$ cat config.mk
export PLATFORM = sky130hd
export DESIGN_NAME = con_area_resp
export DESIGN_NICKNAME = d
export VERILOG_FILES = /design/src/rtl/con_pkg.sv /design/src/rtl/con_stall_timer.sv /design/src/rtl/con_area_resp.sv
export SDC_FILE = /design/constraint.sdc
export NUM_CORES = 1
export LEC_CHECK = 0
export BUFFER_PORTS_ARGS = -buffer_cell sky130_fd_sc_hd__buf_2
export CORE_ASPECT_RATIO = 2
export CORE_MARGIN = 1
export CORE_UTILIZATION = 45
export CTS_BUF_LIST = sky130_fd_sc_hd__clkbuf_16
export DETAILED_ROUTE_END_ITERATION = 16
export GPL_ROUTABILITY_DRIVEN = 0
export MAX_ROUTING_LAYER = met4
export PLACE_DENSITY = 0.77
export RECOVER_POWER = 50
export SLEW_MARGIN = 20
export SYNTH_ARGS = -nofsm -noshare
export SYNTH_HDL_FRONTEND = slang
export SYNTH_SLANG_ARGS = --single-unit
$ cat constraint.sdc
create_clock -name clk -period 3.8 [get_ports clk]
set_input_delay 0.19 -clock clk [delete_from_list [all_inputs] [get_ports clk]]
set_output_delay 0.19 -clock clk [all_outputs]
set_load 0.02 [all_outputs]
$ cat src/rtl/con_pkg.sv
`default_nettype none
// ============================================================================
// Module      : con_pkg
// Description : Shared types for the console area responder: FSM state
//               encoding and error-code values reported on om_err_code.
// Revision    : 1.0 - initial release
// ============================================================================
package con_pkg;

    // Responder FSM states, explicitly encoded in 4 bits
    typedef enum logic [3:0] {
        ST_IDLE  = 4'd0,
        ST_CHECK = 4'd1,
        ST_RD    = 4'd2,
        ST_WAIT  = 4'd3,
        ST_SEND  = 4'd4,
        ST_CSUM  = 4'd5,
        ST_DONE  = 4'd6,
        ST_ERR   = 4'd7
    } con_state_t;

    // Error codes reported on om_err_code
    localparam logic [1:0] ERR_NONE    = 2'd0;
    localparam logic [1:0] ERR_RANGE   = 2'd1;
    localparam logic [1:0] ERR_OVERRUN = 2'd2;
    localparam logic [1:0] ERR_TIMEOUT = 2'd3;

endpackage
`default_nettype wire

$ cat src/rtl/con_stall_timer.sv
`default_nettype none
// ============================================================================
// Module      : con_stall_timer
// Description : Counts consecutive stalled TX cycles. o_tc is raised in the
//               cycle that would be the TIMEOUT-th consecutive stall, so the
//               owner can abort on that same clock edge.
// Revision    : 1.0 - initial release
// ============================================================================
module con_stall_timer #(
    parameter int TIMEOUT = 1023
) (
    input  logic clk,
    input  logic rst,
    input  logic i_clear,
    input  logic i_enable,
    output logic o_tc
);

    localparam int CW = $clog2(TIMEOUT + 1);

    logic [CW-1:0] r_cnt;

    // Stall counter: cleared on request, saturates at the terminal count
    always_ff @(posedge clk) begin
        if (rst || i_clear) begin
            r_cnt <= '0;
        end else if (i_enable && !o_tc) begin
            r_cnt <= r_cnt + CW'(1);
        end
    end

    // Terminal count: this stalled cycle is the TIMEOUT-th in a row
    assign o_tc = i_enable && (r_cnt == CW'(TIMEOUT - 1));

endmodule
`default_nettype wire

$ cat src/rtl/con_area_resp.sv
`default_nettype none
// ============================================================================
// Module      : con_area_resp
// Description : Console area responder. On a start pulse it range-checks the
//               absolute address, reads BURST_LEN words from local RAM,
//               streams them plus a running checksum over a valid/ready port,
//               then pulses o_done (or o_error on range/overrun/timeout).
//               All outputs are registered from the next-state decode.
// Revision    : 1.0 - initial release
// ============================================================================
module con_area_resp
    import con_pkg::*;
#(
    parameter int AREA_BASE = 128,
    parameter int AREA_LEN  = 272,
    parameter int BURST_LEN = 8,
    parameter int DATA_W    = 16,
    parameter int TIMEOUT   = 1023
) (
    input  logic              clk,
    input  logic              rst,
    input  logic              i_start,
    input  logic [9:0]        im_base_addr,
    output logic              o_done,
    output logic              o_error,
    output logic [1:0]        om_err_code,
    output logic [9:0]        om_ram_addr,
    output logic              o_ram_rd,
    input  logic [DATA_W-1:0] im_ram_rdata,
    output logic              o_tx_valid,
    output logic [DATA_W-1:0] om_tx_data,
    input  logic              i_tx_ready
);

    localparam int         IDX_W   = $clog2(BURST_LEN + 1);
    // 11-bit bounds so the range and overrun checks cannot wrap
    localparam logic [10:0] c_lo    = 11'(AREA_BASE);
    localparam logic [10:0] c_hi    = 11'(AREA_BASE + AREA_LEN);
    localparam logic [10:0] c_len   = 11'(AREA_LEN);
    localparam logic [10:0] c_burst = 11'(BURST_LEN);

    con_state_t        r_state, w_state_nxt;
    logic [9:0]        r_addr, w_addr_nxt;
    logic [IDX_W-1:0]  r_idx, w_idx_nxt;
    logic [DATA_W-1:0] r_csum, w_csum_nxt;
    logic [DATA_W-1:0] r_tx_data, w_word_nxt;
    logic [1:0]        r_err_code, w_err_code_nxt;
    logic [9:0]        r_ram_addr;
    logic              r_ram_rd, r_tx_valid, r_done, r_error;

    logic [9:0]        w_offset;
    logic              w_in_range, w_overrun;
    logic              w_beat, w_stall, w_timer_clr, w_timeout;
    logic              w_tx_nxt;

    assign w_offset   = r_addr - 10'(AREA_BASE);
    assign w_in_range = ({1'b0, r_addr} >= c_lo) && ({1'b0, r_addr} < c_hi);
    assign w_overrun  = ({1'b0, w_offset} + c_burst) > c_len;

    assign w_beat      = r_tx_valid & i_tx_ready;
    assign w_stall     = r_tx_valid & ~i_tx_ready;
    assign w_timer_clr = ~((r_state == ST_SEND) || (r_state == ST_CSUM)) | w_beat;

    con_stall_timer #(
        .TIMEOUT (TIMEOUT)
    ) u_stall_timer (
        .clk      (clk),
        .rst      (rst),
        .i_clear  (w_timer_clr),
        .i_enable (w_stall),
        .o_tc     (w_timeout)
    );

    // State register
    always_ff @(posedge clk) begin
        if (rst) begin
            r_state <= ST_IDLE;
        end else begin
            r_state <= w_state_nxt;
        end
    end

    // Next-state and datapath next-value decode
    always_comb begin
        w_state_nxt    = r_state;
        w_addr_nxt     = r_addr;
        w_idx_nxt      = r_idx;
        w_csum_nxt     = r_csum;
        w_err_code_nxt = r_err_code;
        w_word_nxt     = r_tx_data;
        case (r_state)
            ST_IDLE: begin
                if (i_start) begin
                    w_addr_nxt     = im_base_addr;
                    w_err_code_nxt = ERR_NONE;
                    w_idx_nxt      = '0;
                    w_csum_nxt     = '0;
                    w_state_nxt    = ST_CHECK;
                end
            end
            ST_CHECK: begin
                if (!w_in_range) begin
                    w_err_code_nxt = ERR_RANGE;
                    w_state_nxt    = ST_ERR;
                end else if (w_overrun) begin
                    w_err_code_nxt = ERR_OVERRUN;
                    w_state_nxt    = ST_ERR;
                end else begin
                    w_state_nxt    = ST_RD;
                end
            end
            ST_RD: begin
                w_state_nxt = ST_WAIT;
            end
            ST_WAIT: begin
                w_word_nxt  = im_ram_rdata;
                w_state_nxt = ST_SEND;
            end
            ST_SEND: begin
                if (w_beat) begin
                    w_csum_nxt = r_csum + r_tx_data;
                    w_idx_nxt  = r_idx + IDX_W'(1);
                    if (r_idx == IDX_W'(BURST_LEN - 1)) begin
                        w_word_nxt  = w_csum_nxt;
                        w_state_nxt = ST_CSUM;
                    end else begin
                        w_state_nxt = ST_RD;
                    end
                end else if (w_timeout) begin
                    w_err_code_nxt = ERR_TIMEOUT;
                    w_state_nxt    = ST_ERR;
                end
            end
            ST_CSUM: begin
                if (w_beat) begin
                    w_state_nxt = ST_DONE;
                end else if (w_timeout) begin
                    w_err_code_nxt = ERR_TIMEOUT;
                    w_state_nxt    = ST_ERR;
                end
            end
            ST_DONE: w_state_nxt = ST_IDLE;
            ST_ERR:  w_state_nxt = ST_IDLE;
            default: w_state_nxt = ST_IDLE;
        endcase
    end

    assign w_tx_nxt = (w_state_nxt == ST_SEND) || (w_state_nxt == ST_CSUM);

    // Datapath and output registers, decoded from the upcoming state
    always_ff @(posedge clk) begin
        if (rst) begin
            r_addr     <= '0;
            r_idx      <= '0;
            r_csum     <= '0;
            r_err_code <= ERR_NONE;
            r_tx_data  <= '0;
            r_tx_valid <= 1'b0;
            r_ram_rd   <= 1'b0;
            r_ram_addr <= '0;
            r_done     <= 1'b0;
            r_error    <= 1'b0;
        end else begin
            r_addr     <= w_addr_nxt;
            r_idx      <= w_idx_nxt;
            r_csum     <= w_csum_nxt;
            r_err_code <= w_err_code_nxt;
            r_tx_valid <= w_tx_nxt;
            r_tx_data  <= w_tx_nxt ? w_word_nxt : '0;
            r_ram_rd   <= (w_state_nxt == ST_RD);
            r_ram_addr <= (w_state_nxt == ST_RD) ? (w_offset + 10'(w_idx_nxt)) : '0;
            r_done     <= (w_state_nxt == ST_DONE);
            r_error    <= (w_state_nxt == ST_ERR);
        end
    end

    assign o_done      = r_done;
    assign o_error     = r_error;
    assign om_err_code = r_err_code;
    assign om_ram_addr = r_ram_addr;
    assign o_ram_rd    = r_ram_rd;
    assign o_tx_valid  = r_tx_valid;
    assign om_tx_data  = r_tx_data;

endmodule
`default_nettype wire

==> results.txt <==
- Crit path launch type: flop
- Cell Count Post-Placement: 707
- Measured against its own limit, the worst slew margin works out to 40.4%.
- The first TritonRoute pass finished after 5 iterations.
- The path class of the tightest hold or removal check is input port to flop.
- In this run, synthesis produced a sequential element count of 76.
* Post-detailed-route wirelength per cell: 16.3 um
- Global routing used about a quarter of the available tracks.
- Sequential elements use 34.0% of the synthesized area.
* Peak clock frequency supported by timing: 0.298 GHz
- After the flow finishes, the layout carries non-filler instances totaling 723.
- Final Cycle Share: between 80% and 90%
- Setup violations remaining at the end of the flow were counted as 0.
- CTS clock-pin slew for the worst setup and hold paths: 60 ps
- Commonest cells after routing, fill and taps aside: sky130_fd_sc_hd__dfxtp_1 (76), sky130_fd_sc_hd__nor2_1 (64), sky130_fd_sc_hd__nand2_1 (63)
- Number of hold violations in the final report: 0
- Global-route wire length before repair: 19000 um
- Hold slack final: 78.9 ps
- Final max-slew violation count: 0
- TritonCTS built the clock tree.
* Critical path required time: 4010 ps
* Status: finished, final reports clean
- The region available for standard cell placement spans between 9000 and 10000 um^2.
- TritonCTS created 9 clock buffers.
- Critical path data arrival time: 3560 ps
- The number of antenna diodes in the final layout is 0.
- Clock Skews: 3.94 ps
- The floorplan step set the die width to 72.5 um.
- Worst vdd ir: 0.000318 V
- Cells with a size suffix above 1 make up between 10% and 20% of the layout.
- Number of maximum-capacitance constraint violations: 0
- Net count after synthesis: 595
- Worst Setup Slack, final: between 400 and 500 ps
- In this run the core area contains 51 standard-cell rows.
- Final critical delay including setup and external delays: approximately 3400 ps
- H-tree depth: 3
- Via count of the first global-routing pass: ~4200
- Measured slew at the worst slew-check pin: 894 ps
- Cells fill ~53% of the core in the end.
- Number of remaining DRC errors: 0
- The tree is rooted in a sky130_fd_sc_hd__clkbuf_16.
- In this run the power density over the cells is 359 nW/um^2.
- During synthesis, Yosys emitted a total of 0 warnings.
- Adding up every negative setup slack in the final design gives 0 ps.
- Starting utilization of the core area: 46.2%
- Post-Place Worst Slack: ~460 ps
- By startpoint and endpoint, the worst setup path is classified as flop to flop.
- Number of nets in the layout: between 600 and 700
* Number of synthesized flops with an enable pin: 0
* Die H: about 140 um
* Maximum number of pins on one net before global-route repair: 32
* Vias after detailed routing: 4245
* Remaining Overflow, GRT: 0
- A synthesized cell averages 8.33 um^2.
- Counting every sink on the clock net gives 76.
- Estimated wirelength of the detail-placed design: 8590 um
* Antenna-violating nets left: 0
- Relative to the synthesized area, the layout overhead comes to 13.8%.
* Synth Cell Area: 4480 um^2
* Hold-fix buffer count after cts: 0
- Largest fanout on the critical path: 22
- Number of setup buffers added after CTS: 0
- The number of antenna violations at the first check in global routing was 0.
* Count of input and output buffers: just over 60
- Number of distinct library cells after synthesis: 67
- Most common cell after layout, fill and taps aside: sky130_fd_sc_hd__dfxtp_1
- The clock passes through at most 2 buffers.
- Ports: 62
- Routed wire length: 11800 um
- Async set-or-reset flop fraction in the synthesized netlist: 0%
* Worst-Skew Late Latency: 340 ps
- Main synth FF type: sky130_fd_sc_hd__dfxtp_1
- Synthesis produced a netlist whose cell count is around 540.
- Setup crit end kind: flop
* Per-cell via count in the routed design: 5.87
- Area of the die: 10400 um^2
- The detailed router finished its first iteration with 345 violations.
- In this run the static leakage power is between 2 and 2.5 nW.
- Setup repair after global routing missed its margin: false
- Count of cells resized by post-cts repair: 0
## cells in the mapped netlist, drive strengths merged (6+ instances only)
master,instances,area (um^2)
a211oi,15,165
a21o,12,90.1
a21oi,37,189
a311oi,6,52.6
and2,9,56.3
and3,13,86.3
buf,15,114
clkbuf,14,52.6
dfxtp,76,1520
ha,25,313
inv,13,48.8
mux2i,14,140
nand2,64,243
nand3,21,105
nand4,7,43.8
nor2,65,246
nor3,10,50.1
o21ai,22,110
xnor2,8,70.1
xor2,17,149
## flip-flops by register name, indices dropped and copies added, names as in the netlist
name / count
u_stall_timer.r_cnt: 10
o_error: 1
o_ram_rd: 1
r_addr: 10
om_ram_addr: 10
r_csum: 16
om_err_code: 2
om_tx_data: 16
o_done: 1
r_idx: 4
r_state: 4
o_tx_valid: 1
## worst paths after layout
path	from	endpoint	slack [ps]	depth (start not counted)
hold reg to reg	r_csum[11]	r_csum[11]	460	2
setup / recovery	r_state[2]	om_ram_addr[6]	450	13
hold / removal	im_base_addr[9]	r_addr[9]	80	3
setup reg to reg	r_state[2]	om_ram_addr[6]	450	13
## critical path, cell delays in order (launching register included)
cell and delay, ps:
sky130_fd_sc_hd__dfxtp_1 550, sky130_fd_sc_hd__or4b_4 680, sky130_fd_sc_hd__nor2_2 260, sky130_fd_sc_hd__a21oi_1 90, sky130_fd_sc_hd__nand2_1 80, sky130_fd_sc_hd__o21ai_0 120, sky130_fd_sc_hd__ha_1 240, sky130_fd_sc_hd__fa_1 420
sky130_fd_sc_hd__a21o_1 180, sky130_fd_sc_hd__a21oi_1 230, sky130_fd_sc_hd__nor2_1 90, sky130_fd_sc_hd__nand2_1 80, sky130_fd_sc_hd__xor2_1 140, sky130_fd_sc_hd__nor2_1 50
## area by class of cell
type | count | area (um^2)
Clock buffer | 9 | 225
Clock inverter | 7 | 83.8
Fill cell | 959 | 4600
Inverter | 13 | 48.8
Multi-Input combinational cell | 420 | 2760
Sequential cell | 76 | 1520
Tap cell | 132 | 165
Timing Repair Buffer | 66 | 299
## power breakdown
part           switching, W  internal [W]
clock network      0.000375      0.000520
logic             0.0000674     0.0000454
registers         0.0000166      0.000806
total              0.000459       0.00137
## stage by stage
| step | cell area [um^2] | power (W) |
|---|---|---|
| global route | 5100 | 0.00188 |
| CTS | 5140 | 0.00183 |
| floorplan | 4480 | 0.000914 |
| finish | 5100 | 0.00183 |
| global placement | 4830 | 0.000949 |
| detailed placement | 4830 | 0.000952 |
## per-layer routing
| metal | vias to the layer above | track usage [%] | wire [um] |
|---|---|---|---|
| met2 | 149 | 45.4 | 6440 |
| met5 | - | - | 0 |
| met4 | 0 | 14.7 | 571 |
| li1 | 2032 | - | - |
| met1 | 2020 | 22.0 | 4300 |
| met3 | 44 | 3.81 | 499 |
## cells by family (layout without fill, tap and decap cells)
logic type | after synthesis | after routing | share of synthesized area (%)
flops | 76 | 76 | 34.0
other cells | 1 | 1 | 0.0837
buf+inv | 42 | 95 | 4.80
compound gates | 127 | 127 | 20.0
xor+xnor | 25 | 25 | 4.89
mux | 14 | 14 | 3.13
fa+ha+maj | 27 | 27 | 7.88
simple gates | 226 | 226 | 25.3
(Power assumes the default switching activity.)
